[config.mk]
export PLATFORM = sky130hd
export DESIGN_NAME = hv_video_timing
export DESIGN_NICKNAME = d
export VERILOG_FILES = /design/src/rtl/hv_video_timing.sv
export SDC_FILE = /design/constraint.sdc
export NUM_CORES = 1
export LEC_CHECK = 0
export CAP_MARGIN = 20
export CORE_MARGIN = 8
export CORE_UTILIZATION = 50
export CTS_CLUSTER_SIZE = 20
export DETAILED_ROUTE_END_ITERATION = 6
export HOLD_SLACK_MARGIN = 0.1
export PLACE_DENSITY = 0.78
export SYNTH_ARGS = -nofsm -noshare
export SYNTH_HDL_FRONTEND = slang
export SYNTH_SLANG_ARGS = --single-unit
[constraint.sdc]
create_clock -name clk48M -period 6.4 [get_ports clk48M]
set_input_delay 1.6 -clock clk48M [delete_from_list [all_inputs] [get_ports clk48M]]
set_output_delay 1.6 -clock clk48M [all_outputs]
set_load 0.05 [all_outputs]
[src/rtl/hv_video_timing.sv]
// Raster timing generator: divides the system clock to the pixel rate and produces
// pixel/line counters, blanking, sync (with per-frame latched centring offsets) and a VBLANK strobe.
module hv_video_timing #(
  parameter int CLK_DIV      = 8,
  parameter int H_TOTAL      = 384,
  parameter int H_VIS        = 256,
  parameter int H_SYNC_START = 296,
  parameter int H_SYNC_LEN   = 32,
  parameter int V_TOTAL      = 264,
  parameter int V_VIS_START  = 16,
  parameter int V_VIS        = 224,
  parameter int V_SYNC_START = 244,
  parameter int V_SYNC_LEN   = 8
) (
  input  logic              clk48M,
  input  logic              reset_n,
  input  logic signed [3:0] HOFS,
  input  logic signed [3:0] VOFS,
  output logic              PCLK_EN,
  output logic              PCLK,
  output logic [8:0]        PH,
  output logic [8:0]        PV,
  output logic              HBLK,
  output logic              VBLK,
  output logic              HSYNC_N,
  output logic              VSYNC_N,
  output logic              VBL_IRQ
);

  localparam int DW = $clog2(CLK_DIV);

  localparam logic [DW-1:0]     DIV_LAST  = DW'(CLK_DIV - 1);
  localparam logic [DW-1:0]     DIV_HALF  = DW'(CLK_DIV / 2);
  localparam logic [8:0]        H_LAST    = 9'(H_TOTAL - 1);
  localparam logic [8:0]        V_LAST    = 9'(V_TOTAL - 1);
  localparam logic [8:0]        H_VIS_END = 9'(H_VIS);
  localparam logic [8:0]        V_VIS_BEG = 9'(V_VIS_START);
  localparam logic [8:0]        V_VIS_END = 9'(V_VIS_START + V_VIS);
  localparam logic signed [9:0] HS_START  = 10'(H_SYNC_START);
  localparam logic signed [9:0] HS_LEN    = 10'(H_SYNC_LEN);
  localparam logic signed [9:0] VS_START  = 10'(V_SYNC_START);
  localparam logic signed [9:0] VS_LEN    = 10'(V_SYNC_LEN);

  logic [DW-1:0]     div_q, div_d;
  logic              pclk_en_q, pclk_en_d;
  logic              pclk_q, pclk_d;
  logic [8:0]        ph_q, ph_d;
  logic [8:0]        pv_q, pv_d;
  logic signed [3:0] hofs_q, hofs_d;
  logic signed [3:0] vofs_q, vofs_d;
  logic              hblk_q, hblk_d;
  logic              vblk_q, vblk_d;
  logic              hsync_n_q, hsync_n_d;
  logic              vsync_n_q, vsync_n_d;
  logic              vbl_irq_q, vbl_irq_d;
  logic              frame_start;
  logic signed [9:0] ph_s, pv_s, hs_lo, vs_lo;

  always_comb begin
    div_d     = (div_q == DIV_LAST) ? '0 : div_q + DW'(1);
    pclk_en_d = (div_d == DIV_LAST);
    pclk_d    = (div_d >= DIV_HALF);

    ph_d = ph_q;
    pv_d = pv_q;
    if (pclk_en_q) begin
      if (ph_q == H_LAST) begin
        ph_d = '0;
        pv_d = (pv_q == V_LAST) ? '0 : pv_q + 9'd1;
      end else begin
        ph_d = ph_q + 9'd1;
      end
    end

    // Offsets only change on the edge that starts a new frame, so sync cannot tear.
    frame_start = pclk_en_q && (ph_d == '0) && (pv_d == '0);
    hofs_d      = frame_start ? HOFS : hofs_q;
    vofs_d      = frame_start ? VOFS : vofs_q;

    // Decodes follow the next counter values so they line up with PH/PV.
    ph_s  = $signed({1'b0, ph_d});
    pv_s  = $signed({1'b0, pv_d});
    hs_lo = HS_START + {{6{hofs_d[3]}}, hofs_d};
    vs_lo = VS_START + {{6{vofs_d[3]}}, vofs_d};

    hblk_d    = (ph_d >= H_VIS_END);
    vblk_d    = (pv_d < V_VIS_BEG) || (pv_d >= V_VIS_END);
    hsync_n_d = !((ph_s >= hs_lo) && (ph_s < hs_lo + HS_LEN));
    vsync_n_d = !((pv_s >= vs_lo) && (pv_s < vs_lo + VS_LEN));
    vbl_irq_d = pclk_en_q && (ph_d == '0) && (pv_d == V_VIS_END);
  end

  always_ff @(posedge clk48M or negedge reset_n) begin
    if (!reset_n) begin
      div_q     <= '0;
      pclk_en_q <= 1'b0;
      pclk_q    <= 1'b0;
      ph_q      <= '0;
      pv_q      <= '0;
      hofs_q    <= '0;
      vofs_q    <= '0;
      hblk_q    <= 1'b0;
      vblk_q    <= 1'b1;
      hsync_n_q <= 1'b1;
      vsync_n_q <= 1'b1;
      vbl_irq_q <= 1'b0;
    end else begin
      div_q     <= div_d;
      pclk_en_q <= pclk_en_d;
      pclk_q    <= pclk_d;
      ph_q      <= ph_d;
      pv_q      <= pv_d;
      hofs_q    <= hofs_d;
      vofs_q    <= vofs_d;
      hblk_q    <= hblk_d;
      vblk_q    <= vblk_d;
      hsync_n_q <= hsync_n_d;
      vsync_n_q <= vsync_n_d;
      vbl_irq_q <= vbl_irq_d;
    end
  end

  assign PCLK_EN = pclk_en_q;
  assign PCLK    = pclk_q;
  assign PH      = ph_q;
  assign PV      = pv_q;
  assign HBLK    = hblk_q;
  assign VBLK    = vblk_q;
  assign HSYNC_N = hsync_n_q;
  assign VSYNC_N = vsync_n_q;
  assign VBL_IRQ = vbl_irq_q;

endmodule

* Word-level counts from Yosys, hierarchy flattened
Cells that the tools add are included.
** Storage, ports and cells
- Bits in registers :: 36
- Output and inout port bits :: 25
** Cells by class
- Order comparisons :: 8
- Reduce and logical (&&, ||, !) cells :: 10
- Equality and inequality tests :: 5
- Muxes and demuxes :: 8
- Add/subtract/negate cells :: 7
** Operators with widths (count)
- two-way mux 9 bit :: 5
- greater-or-equal comparator 10 bit :: 2
- less-than comparator 10 bit :: 2
- adder 9 x 1 -> 9 bit (second input constant) :: 2
- equality test 9 bit (second input constant) :: 2
- logical NOT 9 bit :: 2
- adder 10 x 5 -> 10 bit (second input constant) :: 1
- adder 10 x 7 -> 10 bit (second input constant) :: 1
- adder 9 x 10 -> 10 bit (first input constant) :: 1
- adder 9 x 4 -> 10 bit (first input constant) :: 1
- equality test 9 x 8 -> 1 bit (second input constant) :: 1
- greater-or-equal comparator 9 x 8 -> 1 bit (second input constant) :: 1
- greater-or-equal comparator 9 bit (second input constant) :: 1
- less-than comparator 9 x 5 -> 1 bit (second input constant) :: 1
- two-way mux 4 bit :: 2
- equality test 3 bit (second input constant) :: 2
- logical AND 1 bit :: 5
- adder 3 x 1 -> 3 bit (second input constant) :: 1
- greater-or-equal comparator 3 bit (second input constant) :: 1
- two-way mux 3 bit :: 1
- logical NOT 1 bit :: 2
- logical OR 1 bit :: 1

* Logic depth before layout (Yosys ltp)
Gate-level depths: netlist of run 1.
- Depth in word-level cells :: 12
- Gate-level depth with buffers :: 21
- Mapped depth without buffers :: 18

* Worst setup path before layout of run 1
No wires, ideal clock.
- Path kind :: register to register
- From :: register pv_q[0], in the netlist PV[0]
- To :: register vsync_n_q, in the netlist VSYNC_N
- Path slack :: 1.497 ns
- Clock period less this slack :: 4.903 ns
- Cell stages (with the launch flop) :: 19
- Data arrival time :: 4.824 ns
- Data required time :: 6.321 ns
- Setup time :: 0.079 ns
- Path through :: dfrtp_1 > ha_1 > nand3_1 > or4_1 > a21oi_1 > o21bai_1 > or4_4 > nor2_2 > buf_4 > mux2_1 > ha_1 > ha_1 > o21ai_0 > a21oi_1 > o31a_1 > nor2_1 > a31oi_1 > or4_1 > o211a_1
** On the way
- Word-level cells in the longest chain between the ends :: 12
- Elaborated cells on any way between the ends :: 14
- Those cells by class :: add/sub: 3; order compare: 2; eq/ne: 1; mux: 4; reduce/logical: 4
** RTL lines
- start, declared :: RTL line 48 : logic [8:0] pv_q, pv_d;
- start signal, assigned :: RTL line 112 : pv_q <= pv_d;
- adder 9 x 1 -> 9 bit / equality test 9 bit (equally long branches) :: RTL line 69 : pv_d = (pv_q == V_LAST) ? '0 : pv_q + 9'd1;
- two-way mux 9 bit * :: RTL line 69
- two-way mux 9 bit * :: RTL line 67 : if (ph_q == H_LAST) begin
- two-way mux 9 bit * :: RTL line 66 : if (pclk_en_q) begin
- via pv_d[8] :: RTL line 48
- logical NOT 9 bit * :: RTL line 76 : frame_start = pclk_en_q && (ph_d == '0) && (pv_d == '0);
- logical AND 1 bit * :: RTL line 76
- two-way mux 4 bit * :: RTL line 78 : vofs_d = frame_start ? VOFS : vofs_q;
- via vofs_d[2] :: RTL line 50 : logic signed [3:0] vofs_q, vofs_d;
- adder 9 x 4 -> 10 bit * :: RTL line 84 : vs_lo = VS_START + {{6{vofs_d[3]}}, vofs_d};
- adder 10 x 5 -> 10 bit :: RTL line 89 : vsync_n_d = !((pv_s >= vs_lo) && (pv_s < vs_lo + VS_LEN));
- less-than comparator 10 bit :: RTL line 89
- logical AND 1 bit * :: RTL line 89
- logical NOT 1 bit * :: RTL line 89
- via vsync_n_d :: RTL line 54 : logic vsync_n_q, vsync_n_d;
- end signal, assigned :: RTL line 118 : vsync_n_q <= vsync_n_d;
- end, declared :: RTL line 54
Mark *: on every way through the listed nets, which the timed path passes. The rest lies on a longest branch.

* Final worst setup path of run 1
- From :: register ph_q[0], in the netlist PH[0]
- To :: register vsync_n_q, in the netlist VSYNC_N
** On the way
- Word-level cells in the longest chain between the ends :: 12
- Elaborated cells on any way between the ends :: 17
- Those cells by class :: add/sub: 3; order compare: 2; eq/ne: 1; mux: 5; reduce/logical: 6
** RTL lines
- start, declared :: RTL line 47 : logic [8:0] ph_q, ph_d;
- start signal, assigned :: RTL line 111 : ph_q <= ph_d;
- adder 9 x 1 -> 9 bit / equality test 9 bit (equally long branches) :: RTL line 71, 67
- two-way mux 9 bit :: RTL line 67
- two-way mux 9 bit :: RTL line 66
- logical NOT 9 bit :: RTL line 76
- logical AND 1 bit :: RTL line 76
- logical AND 1 bit * :: RTL line 76
- two-way mux 4 bit * :: RTL line 78
- via vofs_d[2] :: RTL line 50
- adder 9 x 4 -> 10 bit * :: RTL line 84
- adder 10 x 5 -> 10 bit :: RTL line 89
- less-than comparator 10 bit :: RTL line 89
- logical AND 1 bit * :: RTL line 89
- logical NOT 1 bit * :: RTL line 89
- via vsync_n_d :: RTL line 54
Marked as above.

==> results of run 1 <==
layout make-up:
type	count	area, sq um	area share
Sequential cell	35	880	0.323
Tap cell	52	65.1	0.0239
Inverter	16	60.1	0.0220
Timing Repair Buffer	35	348	0.128
Multi-Input combinational cell	173	1290	0.474
Clock inverter	1	5.00	0.00184
Clock buffer	7	76.3	0.0280
state kept, by name (all words and copies together), names as in the netlist:
register  count
HBLK          1
VBL_IRQ       1
VSYNC_N       1
vofs_q        4
PV            9
VBLK          1
HSYNC_N       1
div_q         3
PH            9
PCLK_EN       1
hofs_q        4
cells by family after synthesis:
family / synth area share
fa+ha+maj: 0.137
flops: 0.385
xor+xnor: 0.0345
simple gates: 0.184
mux: 0.0805
compound gates: 0.129
buf+inv: 0.0498
layer usage:
metal	GRT usage	routed length, microns
met5	0	0
met4	0.0549	101
met3	0.0488	287
met2	0.231	2410
met1	0.179	2230
stage by stage:
stage	power, W	area (sq um)	instances
CTS	0.000393	2730	319
finish	0.000388	2730	319
detailed placement	0.000237	2640	311
global route	0.000400	2730	319
global placement	0.000236	2640	311
floorplan	0.000226	2280	232
cell usage in the layout, fill, tap and decap left out, types with 3 or more instances in the layout:
master,Yosys,routed
clkdlybuf4s50_1,0,34
dfrtp_1,32,32
ha_1,25,25
nand2_1,18,18
nor2_1,15,15
inv_1,15,15
a21oi_1,10,10
nand3_1,9,9
o21ai_0,7,7
xnor2_1,7,7
mux2i_1,6,6
mux2_1,6,6
nor2b_1,5,5
mux2_2,5,5
clkbuf_8,0,5
nand4_1,4,4
a31oi_1,4,4
dfstp_2,3,3
nor3_1,3,3
and4_1,3,3
and3_1,3,3
or3_1,3,3
o31ai_1,3,3
worst max-delay path, cell delays in order (launching register included):
cell       delay [ns]
dfrtp_1          0.43
ha_1             0.28
and4_1           0.35
nand3_2          0.25
a2111oi_0        0.44
o22ai_1          0.17
or4_4            0.48
nor2_2           0.50
mux2_1           0.46
ha_1             0.33
ha_1             0.29
o21ai_0          0.07
a21oi_1          0.06
o31a_1           0.25
nor2_1           0.10
a31oi_1          0.12
or4_1            0.51
o211a_1          0.12
power by group through the flow:
stage	sequential (W)	clock (W)	combinational [W]
global route	0.000221	0.000167	0.0000125
detailed placement	0.000225	0	0.0000112
floorplan	0.000225	0	0.000000326
finish	0.000221	0.000156	0.0000108
global placement	0.000225	0	0.0000111
CTS	0.000221	0.000161	0.0000113
worst max path at each step:
stage	end	slack, ns	cells past startpoint	start
global route	VSYNC_N	0.80	17	PH[0]
global placement	VSYNC_N	1.29	17	PH[0]
floorplan	VSYNC_N	1.50	18	PV[0]
CTS	VSYNC_N	1.13	17	PH[0]
finish	VSYNC_N	1.12	17	PH[0]
detailed placement	VSYNC_N	1.14	17	PH[0]
==> impl_metrics.json, run 1 <==
{
  "status": "complete, no violations",
  "r2r_end": "VSYNC_N",
  "power-per-cell-area_mw_per_mm2": 142,
  "p_int_w": 0.000303,
  "whs_endpoint": "div_q[0]",
  "root_buffer": "clkbuf_8",
  "utilization": 0.622,
  "r2r_cells": 17,
  "antenna_found_initial": 0,
  "synth_top_area_share": 0.350,
  "drive_above_1_share": 0.0824,
  "syn2layout_area_growth_pct": 19.3,
  "ant_nets": 0,
  "yosysWarnings": 0,
  "synth_edf_count": 0,
  "reg2reg_from": "PH[0]",
  "grt_max_degree": 36,
  "p_switching_w": 0.0000852,
  "clk_latency_ns": 0.29,
  "r2r_slack_ns": 1.12,
  "setup.worst_path.class": "reg2reg",
  "diodes": 0,
  "grt_pass1_vias": 1781,
  "synth-seq-cells": 35,
  "finalHoldViolations": 0,
  "ir_drop_uv": 74.4,
  "track_usage": 0.146,
  "hold_depth": 1,
  "chipHeight_microns": 83.6,
  "setup_viol": 0,
  "rsz0062_at_grt": "no",
  "drtIter0Drc": 69,
  "clock-sinks": 35,
  "end_kind": "register",
  "initial_core_util": 0.521,
  "post_cts_buffers": 0,
  "min-delay-start": "div_q[0]",
  "synth_cell_type_count": 54,
  "fillers": 384,
  "fin_crit_sh": 0.826,
  "clk_pin_slew_ns": 0.07,
  "die_w_microns": 83.6,
  "worst_slack_ns": 1.12,
  "whs_ns": 0.468,
  "finalSetupTns_ns": 0,
  "power.share.clock": 0.402,
  "io_pins": 35,
  "period_minus_slack_ns": 5.28,
  "drt-wirelength-per-cell_microns": 15.8,
  "detail_route.drc_violations": 0,
  "leakage_nw": 1.24,
  "cts_tree": "done",
  "ys_seq_area_frac": 0.385,
  "cts.htree.levels": 2,
  "synth_ff_type": "dfrtp_1",
  "grt_pass1_wl_microns": 8530,
  "pwr-share-comb": 0.028,
  "gr-total-overflow": 0,
  "report.final.slew_viol_count": 0,
  "synthesis.area_sq_mm": 0.00228,
  "cts_made_buffers": 5,
  "final_nets": 301,
  "power_switching_share": 0.220,
  "via_per_inst": 5.75,
  "portBuffers": 34,
  "routed_wl_microns": 5030,
  "place_ws_ns": 1.14,
  "path_max_fanout": 12,
  "clk_path_buf_depth": 2,
  "row_count": 24,
  "async_reset_ff_frac": 1.00,
  "cp-start-kind": "register",
  "cts-hold-fix-buffers": 0,
  "yosys.area.top_type": "dfrtp_1",
  "cts-resized-gates": 0,
  "syn_inst": 232,
  "pwr-share-seq": 0.570,
  "worstPathArrival_ns": 5.51,
  "coreArea_sq_mm": 0.00438,
  "hpwl_microns": 3800,
  "fin_worst_skew_ns": 0.00618,
  "dieArea_sq_mm": 0.00699,
  "hold_path_class": "reg2reg",
  "syn_area_per_cell_sq_um": 9.85,
  "cap_violations": 0,
  "tightest_slew_ns": 0.649,
  "gp_congestion": 0.830,
  "synthTopCellsByArea": "dfrtp_1 35%, ha_1 14%, dfstp_2 3.5%",
  "fmax_mhz": 189,
  "drt_pass1_iterations": 4,
  "synthTopCellsByCount": "32 x dfrtp_1, 25 x ha_1, 18 x nand2_1, 15 x inv_1, 15 x nor2_1",
  "synthesis.nets": 267,
  "num_vias": 1835,
  "yosysMostFrequentCell": "dfrtp_1",
  "crit_required_ns": 6.62,
  "slew_headroom": 0.563
}
Note: power is estimated with default switching activity, not from simulation.
==> inputs of run 2 (changes only) <==
==> constraint.sdc (replaced) <==
create_clock -name clk48M -period 5 [get_ports clk48M]
set_input_delay 1.25 -clock clk48M [delete_from_list [all_inputs] [get_ports clk48M]]
set_output_delay 1.25 -clock clk48M [all_outputs]
set_load 0.05 [all_outputs]
==> impl_metrics.json, run 2 (synthesis results as in run 1) <==
{
  "path_cells": "ha_2 > and4_2 > nand3_2 > a2111oi_1 > o22ai_1 > or4_4 > nor2_2 > mux2_1 > ha_1 > ha_1 > o21ai_0 > a21oi_1 > o31a_1 > nor2_1 > a31oi_1 > or4_1 > o211a_1",
  "critPathMostFrequentCell": "ha_1",
  "drtIter0Drc": 70,
  "coreArea_sq_mm": 0.00438,
  "syn2layout_area_growth_pct": 21.1,
  "detail_route.drc_violations": 0,
  "whs_ns": 0.471,
  "endpoint": "VSYNC_N",
  "num_vias": 1832,
  "hold_path_class": "reg2reg",
  "power-per-cell-area_mw_per_mm2": 178,
  "routed_wl_microns": 4920,
  "final_cell_mix": "34 x clkdlybuf4s50_1, 32 x dfrtp_1, 24 x ha_1",
  "clk_path_buf_depth": 2,
  "hpwl_microns": 3810,
  "final_nets": 306,
  "initial_core_util": 0.521,
  "r2r_slack_ns": 0.30,
  "rsz0062_at_grt": "no",
  "r2r_end": "VSYNC_N",
  "finalSetupTns_ns": 0,
  "drt-wirelength-per-cell_microns": 15.2,
  "ir_drop_uv": 103,
  "drive_above_1_share": 0.107,
  "fmax_mhz": 213,
  "critPathBufInv": 0,
  "crit_slowest_cell": "or4_1",
  "fin_worst_skew_ns": 0.00576,
  "cp_num_cells": 17,
  "cts.htree.levels": 2,
  "track_usage": 0.145,
  "tightest_slew_ns": 0.556,
  "via_per_inst": 5.65,
  "chipHeight_microns": 83.6,
  "gp_congestion": 0.871,
  "report.final.slew_viol_count": 0,
  "fin_crit_sh": 0.941,
  "reg2reg_from": "PH[0]",
  "final_cells": 324,
  "die_w_microns": 83.6,
  "portBuffers": 34,
  "grt_pass1_wl_microns": 8630,
  "leakage_nw": 1.27,
  "io_pins": 35,
  "finalHoldViolations": 0,
  "slew_headroom": 0.625,
  "clk_pin_slew_ns": 0.07,
  "path_max_fanout": 12,
  "crit_family": "simple AND/OR/NAND/NOR gates",
  "fillers": 380,
  "period_minus_slack_ns": 4.70,
  "crit_required_ns": 5.22,
  "cts_tree": "done",
  "worstPathArrival_ns": 4.93,
  "root_buffer": "clkbuf_8",
  "grt_pass1_vias": 1837,
  "cap_violations": 0,
  "setup.worst_path.class": "reg2reg",
  "diodes": 0,
  "place_inst": 316,
  "clock-sinks": 35,
  "end_kind": "register",
  "layout_commonest_cell": "clkdlybuf4s50_1",
  "gr-total-overflow": 0,
  "post_dp_cell_area_sq_mm": 0.00268,
  "cts_made_buffers": 5,
  "setup_viol": 0,
  "ant_nets": 0,
  "dieArea_sq_mm": 0.00699,
  "startpoint": "PH[0]",
  "drt_pass1_iterations": 4,
  "grt_max_degree": 36,
  "row_count": 24,
  "status": "complete, no violations",
  "clk_latency_ns": 0.29,
  "r2r_cells": 17,
  "critPathMaxStageDelay_ns": 0.50,
  "antenna_found_initial": 0,
  "cp-start-kind": "register",
  "design_area_sq_mm": 0.00277
}
[run 2: routing by layer]
metal  part of all wire  up-vias  track usage
li1                   -      917            -
met1               0.44      872        0.178
met2               0.49       36        0.238
met3              0.052        7       0.0459
met4              0.010        0       0.0392
met5                  0        -            0
[run 2: worst min path at each step]
stage / from / to / slack (ns) / cells after the start
detailed placement: div_q[0] / div_q[0] / 0.46 / 1
floorplan: div_q[0] / div_q[0] / 0.43 / 1
finish: div_q[0] / div_q[0] / 0.47 / 1
global route: hofs_q[2] / hofs_q[2] / 0.50 / 1
global placement: div_q[0] / div_q[0] / 0.45 / 1
CTS: div_q[0] / div_q[0] / 0.48 / 1
[run 2: layout make-up]
cell class,count,area (sq um),share of cell area
multi-input cells,173,1300,0.468
clock buffers,7,76.3,0.0276
repair buffers,40,385,0.139
clock inverters,1,5.00,0.00181
well taps,52,65.1,0.0235
flip-flops and latches,35,880,0.318
inverters,16,60.1,0.0217
[run 2: what timing repair did]
item                       in CTS  in global routing
hold buffers                    0                  0
setup buffers                   0                  0
resized for setup               0                  3
setup endpoints to repair       0                  1
[run 2: metrics by stage]
| stage | util | setup WS (ns) | total power, W |
|---|---|---|---|
| after floorplan | - | 0.0974 | 0.000289 |
| after global placement | 0.612 | 0.390 | 0.000303 |
| after detailed placement | 0.612 | 0.244 | 0.000303 |
| after CTS | 0.630 | 0.226 | 0.000500 |
| after global routing | 0.631 | 0.00829 | 0.000511 |
| final | 0.631 | 0.295 | 0.000494 |
[run 2: power breakdown]
group | internal [W] | switching [W] | total, W
combinational | 0.00000680 | 0.00000677 | 0.0000136
clock | 0.0000977 | 0.0000993 | 0.000197
sequential | 0.000283 | 0 | 0.000283
total | 0.000388 | 0.000106 | 0.000494
==> inputs of run 3 (changes only) <==
--- a/config.mk
+++ b/config.mk
@@ -5,6 +5,7 @@
 export SDC_FILE = /design/constraint.sdc
 export NUM_CORES = 1
 export LEC_CHECK = 0
+export ABC_CLOCK_PERIOD_IN_PS = 5000
 export CAP_MARGIN = 20
 export CORE_MARGIN = 8
 export CORE_UTILIZATION = 50
==> results of run 3 <==
Same layout as run 2: the final DEF is identical, and so are final timing and power.
